## src/rtl/vga_sync_receiver.sv

```systemverilog
// vga_sync_receiver: recovers VGA raster timing from free-running active-low
// hsync/vsync inputs. It synchronizes both syncs, regenerates pixel/line
// counters, measures line and frame length, and declares lock once
// LOCK_FRAMES consecutive consistent frames have been seen.
//
// Ports:
//   clk, rst        pixel clock, asynchronous active-low reset
//   hsync_in        active-low horizontal sync (asynchronous to clk)
//   vsync_in        active-low vertical sync (asynchronous to clk)
//   h_cnt, v_cnt    recovered pixel / line counters (saturate at 4095)
//   enable          active-video window (combinational, gated by locked)
//   locked          stable timing detected
//   line_period     measured clocks per line
//   frame_lines     measured lines per frame
//   sync_err        one-cycle pulse on loss of lock
//   err_cnt         loss-of-lock count
//
// Build option: define VGA_SYNC_RX_ERRCNT_EN to implement the saturating
// err_cnt register; otherwise err_cnt is tied to 0.
module vga_sync_receiver #(
    parameter int unsigned H_SYNC      = 96,
    parameter int unsigned H_BP        = 48,
    parameter int unsigned H_ACTIVE    = 640,
    parameter int unsigned V_SYNC      = 2,
    parameter int unsigned V_BP        = 33,
    parameter int unsigned V_ACTIVE    = 480,
    parameter int unsigned LOCK_FRAMES = 2
) (
    input  logic        clk,
    input  logic        rst,
    input  logic        hsync_in,
    input  logic        vsync_in,
    output logic [11:0] h_cnt,
    output logic [11:0] v_cnt,
    output logic        enable,
    output logic        locked,
    output logic [11:0] line_period,
    output logic [11:0] frame_lines,
    output logic        sync_err,
    output logic [7:0]  err_cnt
);

    localparam int unsigned CW = 12;
    localparam int unsigned GW = 4;
    localparam logic [CW-1:0] CNT_MAX  = '1;
    localparam logic [CW-1:0] H_START  = CW'(H_SYNC + H_BP);
    localparam logic [CW-1:0] H_END    = CW'(H_SYNC + H_BP + H_ACTIVE);
    localparam logic [CW-1:0] V_START  = CW'(V_SYNC + V_BP);
    localparam logic [CW-1:0] V_END    = CW'(V_SYNC + V_BP + V_ACTIVE);
    localparam logic [GW-1:0] LOCK_TGT = GW'(LOCK_FRAMES);

    typedef enum logic [1:0] {
        SEARCH  = 2'd0,
        MEASURE = 2'd1,
        LOCKED  = 2'd2
    } state_t;

    state_t state, state_nx;

    logic [1:0]    hs_sync, vs_sync;
    logic          hs_hist, vs_hist;
    logic          hs_fall, vs_fall;
    logic [CW-1:0] cur_line, cur_frame;
    logic          h_lost, line_bad_c, good_frame, len_match, lock_loss, lock_ok;
    logic [GW-1:0] good_cnt, good_cnt_nx, cnt_inc;
    logic          frame_bad, frame_bad_nx;
    logic          need_line, need_line_nx;
    logic [CW-1:0] line_period_nx, frame_lines_nx;
    logic          sync_err_nx;

    // Two-flop synchronizers plus history flop; idle level is high
    always_ff @(posedge clk or negedge rst) begin
        if (!rst) begin
            hs_sync <= 2'b11;
            vs_sync <= 2'b11;
            hs_hist <= 1'b1;
            vs_hist <= 1'b1;
        end else begin
            hs_sync <= {hs_sync[0], hsync_in};
            vs_sync <= {vs_sync[0], vsync_in};
            hs_hist <= hs_sync[1];
            vs_hist <= vs_sync[1];
        end
    end

    assign hs_fall = hs_hist & ~hs_sync[1];
    assign vs_fall = vs_hist & ~vs_sync[1];

    // Recovered raster counters; a frame restart wins over a line increment
    always_ff @(posedge clk or negedge rst) begin
        if (!rst) begin
            h_cnt <= '0;
            v_cnt <= '0;
        end else begin
            if (hs_fall)
                h_cnt <= '0;
            else if (h_cnt != CNT_MAX)
                h_cnt <= h_cnt + CW'(1);
            if (vs_fall)
                v_cnt <= '0;
            else if (hs_fall && v_cnt != CNT_MAX)
                v_cnt <= v_cnt + CW'(1);
        end
    end

    assign cur_line   = h_cnt + CW'(1);
    assign cur_frame  = v_cnt + CW'(1);
    assign h_lost     = (h_cnt == CNT_MAX);
    assign line_bad_c = hs_fall && !need_line && (cur_line != line_period);
    // A frame with no captured line is treated as bad
    assign good_frame = !(frame_bad || line_bad_c || need_line);
    assign len_match  = (cur_frame == frame_lines);
    assign cnt_inc    = good_cnt + GW'(1);
    assign lock_ok    = good_frame && len_match && (cnt_inc >= LOCK_TGT);
    assign lock_loss  = h_lost || (hs_fall && cur_line != line_period)
                               || (vs_fall && !len_match);

    // FSM state register
    always_ff @(posedge clk or negedge rst) begin
        if (!rst) state <= SEARCH;
        else      state <= state_nx;
    end

    // FSM next-state logic
    always_comb begin
        state_nx = state;
        case (state)
            SEARCH:  if (vs_fall) state_nx = MEASURE;
            MEASURE: begin
                if (h_lost)                  state_nx = SEARCH;
                else if (vs_fall && lock_ok) state_nx = LOCKED;
            end
            LOCKED:  if (lock_loss) state_nx = SEARCH;
            default: state_nx = SEARCH;
        endcase
    end

    // FSM output / measurement next values
    always_comb begin
        good_cnt_nx    = good_cnt;
        frame_bad_nx   = frame_bad;
        need_line_nx   = need_line;
        line_period_nx = line_period;
        frame_lines_nx = frame_lines;
        sync_err_nx    = 1'b0;
        case (state)
            SEARCH: begin
                if (vs_fall) begin
                    good_cnt_nx  = '0;
                    frame_bad_nx = 1'b0;
                    need_line_nx = 1'b1;
                end
            end
            MEASURE: begin
                if (hs_fall) begin
                    if (need_line) begin
                        line_period_nx = cur_line;
                        need_line_nx   = 1'b0;
                    end else if (cur_line != line_period) begin
                        frame_bad_nx = 1'b1;
                    end
                end
                if (vs_fall) begin
                    frame_bad_nx = 1'b0;
                    need_line_nx = 1'b1;
                    if (!good_frame) begin
                        good_cnt_nx = '0;
                    end else begin
                        frame_lines_nx = cur_frame;
                        // First good frame of a run has nothing to compare against
                        if (good_cnt != '0 && !len_match)
                            good_cnt_nx = '0;
                        else
                            good_cnt_nx = cnt_inc;
                    end
                end
            end
            LOCKED:  sync_err_nx = lock_loss;
            default: ;
        endcase
    end

    // Registered measurements and status outputs
    always_ff @(posedge clk or negedge rst) begin
        if (!rst) begin
            good_cnt    <= '0;
            frame_bad   <= 1'b0;
            need_line   <= 1'b0;
            line_period <= '0;
            frame_lines <= '0;
            sync_err    <= 1'b0;
            locked      <= 1'b0;
        end else begin
            good_cnt    <= good_cnt_nx;
            frame_bad   <= frame_bad_nx;
            need_line   <= need_line_nx;
            line_period <= line_period_nx;
            frame_lines <= frame_lines_nx;
            sync_err    <= sync_err_nx;
            locked      <= (state_nx == LOCKED);
        end
    end

    assign enable = locked && (h_cnt >= H_START) && (h_cnt < H_END)
                           && (v_cnt >= V_START) && (v_cnt < V_END);

`ifdef VGA_SYNC_RX_ERRCNT_EN
    // Saturating loss-of-lock counter, advances together with the sync_err pulse
    always_ff @(posedge clk or negedge rst) begin
        if (!rst)
            err_cnt <= '0;
        else if (sync_err_nx && err_cnt != 8'hFF)
            err_cnt <= err_cnt + 8'd1;
    end
`else
    assign err_cnt = '0;
`endif

endmodule

```

## config.mk

```make
export PLATFORM = sky130hd
export DESIGN_NAME = vga_sync_receiver
export DESIGN_NICKNAME = d
export VERILOG_FILES = /design/src/rtl/vga_sync_receiver.sv
export SDC_FILE = /design/constraint.sdc
export NUM_CORES = 1
export LEC_CHECK = 0
export ABC_CLOCK_PERIOD_IN_PS = 3260
export BUFFER_PORTS_ARGS = -buffer_cell sky130_fd_sc_hd__clkbuf_2
export CAP_MARGIN = 20
export CORE_MARGIN = 5
export CORE_UTILIZATION = 55
export CTS_CLUSTER_SIZE = 40
export DETAILED_ROUTE_END_ITERATION = 12
export PLACE_DENSITY = 0.78
export SYNTH_ARGS = -nofsm -noshare
export SYNTH_HDL_FRONTEND = slang
export SYNTH_SLANG_ARGS = --single-unit
```

## constraint.sdc

```tcl
create_clock -name clk -period 3.26 [get_ports clk]
set_input_delay 0.163 -clock clk [delete_from_list [all_inputs] [get_ports clk]]
set_output_delay 0.163 -clock clk [all_outputs]
set_load 0.05 [all_outputs]
```

==> run metrics, run 1 <==
status complete, no violations; Post-Route Skew 10.39 ps; Synth area leader dfrtp_1; Synth top cells by count dfrtp_1, nand2_1, nor2_1, xnor2_1, xor2_1; Seq/Total Area, Yosys 42.43%; synth unique cells 56; area of the core 6756 sq um; area grow syn2layout 13.76%; first-pass GRT wire length 14,110 um; FMAX 333.1 MHz; Yosys top cell area share 38.27%; RSZ-0062 raised after global routing no; Antenna Nets Post-Route 0; IO Port Bufs 54; CTS sink count 64; Pwr Density 672.8 nW/um^2; most frequent cell after synthesis dfrtp_1; maximum vdd drop 0.0004544 V; Crit Path Class reg -> reg; sequential share of power 38.4%; CTS Buf Count 9; H-Tree Depth 3; Die Y 93.04 um; largest net degree at the start of global routing 46; via count 3,016; critical path's slowest cell nor4_4; worst slew pin tran 555.9 ps; fill count 541; CTS tree done; power share of the clock group 21.4%; gr ovfl total 0; initial antenna violation count 0; drt first-iter violations 199; Psw 1.286 mW; Leakage Power 1.873 nW; DRT Pass-1 Iters 4; setup bufs post-CTS 0; Nets 457; CP peak stage delay 490 ps; worst r2r path cells 9; CP endpoint locked$_DFF_PN0_; vias per inst 5.669; FF+latch count, synth 64; Setup Viol. Count Final 0; min cycle time layout 3002 ps; start of the worst register-to-register path v_cnt[0]$_DFFE_PN0P_; vias in the first global route 2,866; CP required 3550 ps; Ports 63; CP startpoint v_cnt[0]$_DFFE_PN0P_; Top FF cell, synth dfrtp_1; Synth area leaders dfrtp_1, xnor2_1, xor2_1, dfstp_2, nand2_1; crit start category register; FP Rows 30; YS warnings 0; Hold Violations, Final 0; HP Class in -> async; Crit Path Max Fanout 7; All-Layer GR Usage 20.68%; CP Data Arrival Time 3290 ps; register area 1609 sq um; Comb power frac 40.2%; CTS root buf clkbuf_8; crit path cell chain ha_1 > nand3_2 > nor3_2 > or3b_2 > o211ai_1 > nor4_4 > o311ai_0 > nor2_1 > a31o_2; worst skew pair latency 350 ps; switching share of power 44.31%; RR Endpoint locked$_DFF_PN0_; EDFF count, synth 0; Int Pwr 1.617 mW; n_diodes 0; Multi-input gate area 1997 sq um; Slew Viols, Final 0; routed wire length per instance 15.60 um; Fin Setup TNS 0 ps; CP endpoint kind register; Avg Inst Size Synth 9.699 sq um; Max-cap violations 0; die area 8656 sq um; Horiz. Die Dim 93.04 um; DRC errors left 0; Final Util 63.85%; Initial Util 56.13%; final wirelength 8299 um; Slew Limit Headroom 62.60%; Placer Congestion 0.8573; Syn Std Cell Area 3792 sq um; ys async rst share 100.0%; CTS Buffer Depth 2; Worst R2R Setup Slack 260 ps; Gate Count Post-Synth 391; clock transition at the registers of the reported paths 80 ps; layout cell share with drive strength beyond 1 26.55%; part of the cycle the worst path needs 92.10%; DP HPWL 6014 um
[per-stage QoR]
step | hold slack [ps] | cell area, sq um | cells | total power [mW] | setup WS [ps]
after floorplan | -132.6 | 3819 | 398 | 2.034 | 47.60
after global placement | 150.5 | 4091 | 512 | 2.274 | 414.4
final | 311.4 | 4314 | 532 | 2.903 | 257.6
after global routing | 359.7 | 4314 | 532 | 3.064 | 43.69
after CTS | 332.9 | 4305 | 532 | 2.928 | 210.1
after detailed placement | 166.0 | 4099 | 513 | 2.301 | 244.4
[metal layers]
| layer | wire [um] | GRT usage [%] | up-vias | part of all wire (%) |
|---|---|---|---|---|
| li1 | - | - | 1444 | - |
| met1 | 3766 | 29.10 | 1448 | 45 |
| met2 | 3828 | 31.01 | 107 | 46 |
| met3 | 517 | 3.942 | 17 | 6.2 |
| met4 | 187 | 9.402 | 0 | 2.3 |
| met5 | 0 | 0 | - | 0 |
[critical path: cells and delay by family (launching register included)]
family	cells	cell delay (ps)
AOI/OAI and AO/OA	3	550
adders and majority gates	1	360
DFF	1	480
and+or+nand+nor	5	1550
[worst min path at each step]
stage                                  to  slack (ps)  cells after the start
6_report       line_period[3]$_DFFE_PN0P_         310                      2
5_1_grt              hs_sync[1]$_DFF_PN1_         360                      0
4_1_cts        line_period[3]$_DFFE_PN0P_         330                      2
3_5_place_dp   line_period[1]$_DFFE_PN0P_         170                      1
3_3_place_gp   line_period[1]$_DFFE_PN0P_         150                      1
2_1_floorplan       frame_bad$_DFFE_PN0P_        -130                      0
[cell usage in the layout, fill, tap and decap left out, types with 10 or more instances in the layout]
cell type  netlist  layout
clkbuf_2         0      54
nand2_1         38      38
nor2_1          37      37
nor3_1          11      11
a21oi_2         10      10
dfrtp_1         58      58
inv_1           13      13
a21oi_1         19      19
xor2_1          20      20
clkbuf_8         0      11
buf_4            8      11
xnor2_1         33      33
o21ai_0         17      17
nand3_1         11      11
[state kept, by name, summed over array words and instances, names as in the netlist]
name and cells:
vs_sync 2, frame_bad 1, good_cnt 4, hs_sync 2, hs_hist 1, h_cnt 12
vs_hist 1, frame_lines 12, locked 1, need_line 1, v_cnt 12, state 2
line_period 12, sync_err 1
[cell families after synthesis]
logic type,count (synthesis),synth area share [%]
flops,64,42.43
simple gates,144,20.55
other cells,1,0.09888
xor+xnor,57,14.62
fa+ha+maj,6,1.979
mux,7,1.947
compound gates,69,12.54
buf+inv,43,5.840
[power groups by stage]
stage,Sequential [mW],Clock [mW],Combinational [mW]
after global placement,1.12,0,1.15
after detailed placement,1.13,0,1.17
final,1.11,0.620,1.17
after CTS,1.11,0.632,1.18
after floorplan,1.53,0,0.506
after global routing,1.14,0.666,1.26
[area by class of cell]
cell class / instances / share of cell area [%]
Clock buffer: 13 / 3.683
Clock inverter: 3 / 0.4060
Inverter: 13 / 1.131
Multi-Input combinational cell: 291 / 46.29
Sequential cell: 64 / 37.30
Tap cell: 80 / 2.320
Timing Repair Buffer: 68 / 8.875
[repair_timing]
item | in CTS | in global routing
setup endpoints to repair | 0 | 3
endpoints found under the hold margin | 21 | 0
gates resized for setup | 0 | 1
hold buffers | 3 | 0
Note: power is estimated with default switching activity, not from simulation.
==> inputs of run 2 (changes only) <==
--- a/config.mk
+++ b/config.mk
@@ -10,6 +10,7 @@
 export CAP_MARGIN = 20
 export CORE_MARGIN = 5
 export CORE_UTILIZATION = 55
+export CTS_BUF_LIST = sky130_fd_sc_hd__clkbuf_16
 export CTS_CLUSTER_SIZE = 40
 export DETAILED_ROUTE_END_ITERATION = 12
 export PLACE_DENSITY = 0.78
==> run metrics, run 2 (synthesis gave the netlist of run 1 again) <==
status complete, no violations; vias in the first global route 2,908 (+1.5%); FMAX 332.4 MHz (-0.19%); CTS Buf Count 9 (unchanged); first-pass GRT wire length 14,250 um (+0.98%); most frequent cells in the layout dfrtp_1, clkbuf_2, nand2_1, nor2_1, xnor2_1; sequential share of power 35.7% (-2.7 points); FP Rows 30 (unchanged); Crit Path Max Fanout 7 (unchanged); crit path cell chain ha_1 > nand3_2 > nor3_2 > or3b_2 > o211ai_1 > nor4_4 > o311ai_0 > nor2_1 > a31o_2; Antenna Nets Post-Route 0 (unchanged); commonest non-fill, non-tap cell in the layout dfrtp_1; CTS sink count 64 (unchanged); PnR worst setup slack 251.9 ps (-5.723 ps); CP Buf/Inv Count 0 (unchanged); crit start category register; H-Tree Depth 3 (unchanged); DP Worst Slack 244.4 ps (unchanged); CP Data Arrival Time 3270 ps (-20 ps); clock transition at the registers of the reported paths 60 ps (-20 ps); Crit Path Class reg -> reg; Worst R2R Setup Slack 250 ps (about the same); maximum vdd drop 0.0004740 V (+4.3%); part of the cycle the worst path needs 92.27% (+0.18 points); vias per inst 5.677 (+0.13%); Placer Congestion 0.8573 (unchanged); die area 8656 sq um (unchanged); Comb power frac 37.6% (-2.6 points); DRT Pass-1 Iters 4 (unchanged); CP required 3520 ps (-30 ps); layout cell share with drive strength beyond 1 26.11% (-0.44 points); Int Pwr 1.803 mW (+12%); via count 3,020 (+0.13%); Max-cap violations 0 (unchanged); worst skew pair latency 330 ps (-20 ps); gr ovfl total 0 (unchanged); n_diodes 0 (unchanged); CTS root buf clkbuf_16; Ports 63 (unchanged); RSZ-0062 raised after global routing no; Psw 1.328 mW (+3.2%); Fin Setup TNS 0 ps (unchanged); HP Class in -> async; All-Layer GR Usage 20.63% (-0.045 points); Initial Util 56.13% (unchanged); Setup Viol. Count Final 0 (unchanged); Final Util 65.06% (+1.2 points); Leakage Power 1.916 nW (+2.3%); Placed Instances 513 (unchanged); initial antenna violation count 0 (unchanged); Slew Limit Headroom 61.48% (-1.1 points); Largest delay share family, worst path simple AND/OR/NAND/NOR gates; drt first-iter violations 184 (-7.5%); switching share of power 42.41% (-1.9 points); area grow syn2layout 15.90%; CTS Buffer Depth 2 (unchanged); Horiz. Die Dim 93.04 um (unchanged); Nets 457 (unchanged); routed wire length per instance 15.87 um (+1.7%); Hold Violations, Final 0 (unchanged); CTS tree done; hold_ws 337.7 ps (+26.28 ps); final non-filler cell total 532 (unchanged); CP endpoint kind register; Pwr Density 712.2 nW/um^2 (+5.8%); power share of the clock group 26.7% (+5.3 points); Slew Viols, Final 0 (unchanged); Post-Route Skew 10.28 ps (-0.1078 ps); final wirelength 8442 um (+1.7%); worst slew pin tran 572.6 ps (+16.66 ps); IO Port Bufs 54 (unchanged); area of the core 6756 sq um (unchanged); DP HPWL 6014 um (unchanged); largest net degree at the start of global routing 46 (unchanged); min cycle time layout 3008 ps (+5.723 ps); DRC errors left 0 (unchanged); Die Y 93.04 um (unchanged); critical path's slowest cell nor4_4; CP peak stage delay 480 ps (about the same)
run 2: cell count changes in the layout (fill, tap and decap cells not counted):
cell / before / now
clkinv_1: 0 / 2
clkbuf_16: 0 / 9
clkbuf_1: 2 / 0
inv_1: 13 / 15
clkbuf_8: 11 / 0
run 2: area by class of cell:
| cell class | instances | area (sq um) |
|---|---|---|
| tap | 80 | 100.1 |
| inverter | 13 | 48.80 |
| clock buffer | 9 | 225.2 |
| timing repair buffer | 68 | 382.9 |
| fill | 525 | 2361 |
| multi-input combinational | 291 | 1997 |
| clock inverter | 7 | 32.53 |
| sequential | 64 | 1609 |
run 2: timing repair:
| action | in CTS | in global routing |
|---|---|---|
| buffers inserted | 0 | 0 |
| hold buffers | 3 | 0 |
| gates resized for setup | 0 | 1 |
| endpoints found under the setup margin | 0 | 2 |
| endpoints found under the hold margin | 21 | 0 |
run 2: path summary, 6_finish.rpt:
| path | from | to | cells after the start |
|---|---|---|---|
| max | v_cnt[0]$_DFFE_PN0P_ | locked$_DFF_PN0_ | 9 |
| min | rst | line_period[3]$_DFFE_PN0P_ | 2 |
| max reg2reg | v_cnt[0]$_DFFE_PN0P_ | locked$_DFF_PN0_ | 9 |
| min reg2reg | hs_sync[0]$_DFF_PN1_ | hs_sync[1]$_DFF_PN1_ | 0 |
| max in group asynchronous | rst | frame_lines[7]$_DFFE_PN0P_ | 3 |
| min in group clk | hs_sync[0]$_DFF_PN1_ | hs_sync[1]$_DFF_PN1_ | 0 |
run 2: power groups by stage:
| stage | Combinational [mW] | Clock [mW] | Sequential, mW |
|---|---|---|---|
| floorplan | 0.506 | 0 | 1.53 |
| global placement | 1.15 | 0 | 1.12 |
| detailed placement | 1.17 | 0 | 1.13 |
| CTS | 1.19 | 0.841 | 1.12 |
| global route | 1.26 | 0.876 | 1.14 |
| finish | 1.18 | 0.837 | 1.12 |
run 2: layer usage:
metal | part of all wire (%) | global-route usage, % | vias up
li1 | - | - | 1448
met5 | 0 | 0 | -
met4 | 2.2 | 8.791 | 0
met3 | 6.5 | 3.459 | 19
met2 | 46 | 31.49 | 122
met1 | 46 | 29.13 | 1431
run 2: worst register-to-register path: stages, from the launching register on:
cell and delay (ps):
dfrtp_1 470, ha_1 360, nand3_2 230, nor3_2 430, or3b_2 200, o211ai_1 140, nor4_4 480, o311ai_0 220
nor2_1 220, a31o_2 190
run 2: stage by stage:
step	area, sq um	power, mW
6_report	4395	3.130
3_3_place_gp	4091	2.274
2_1_floorplan	3819	2.034
5_1_grt	4395	3.280
4_1_cts	4387	3.146
3_5_place_dp	4099	2.301
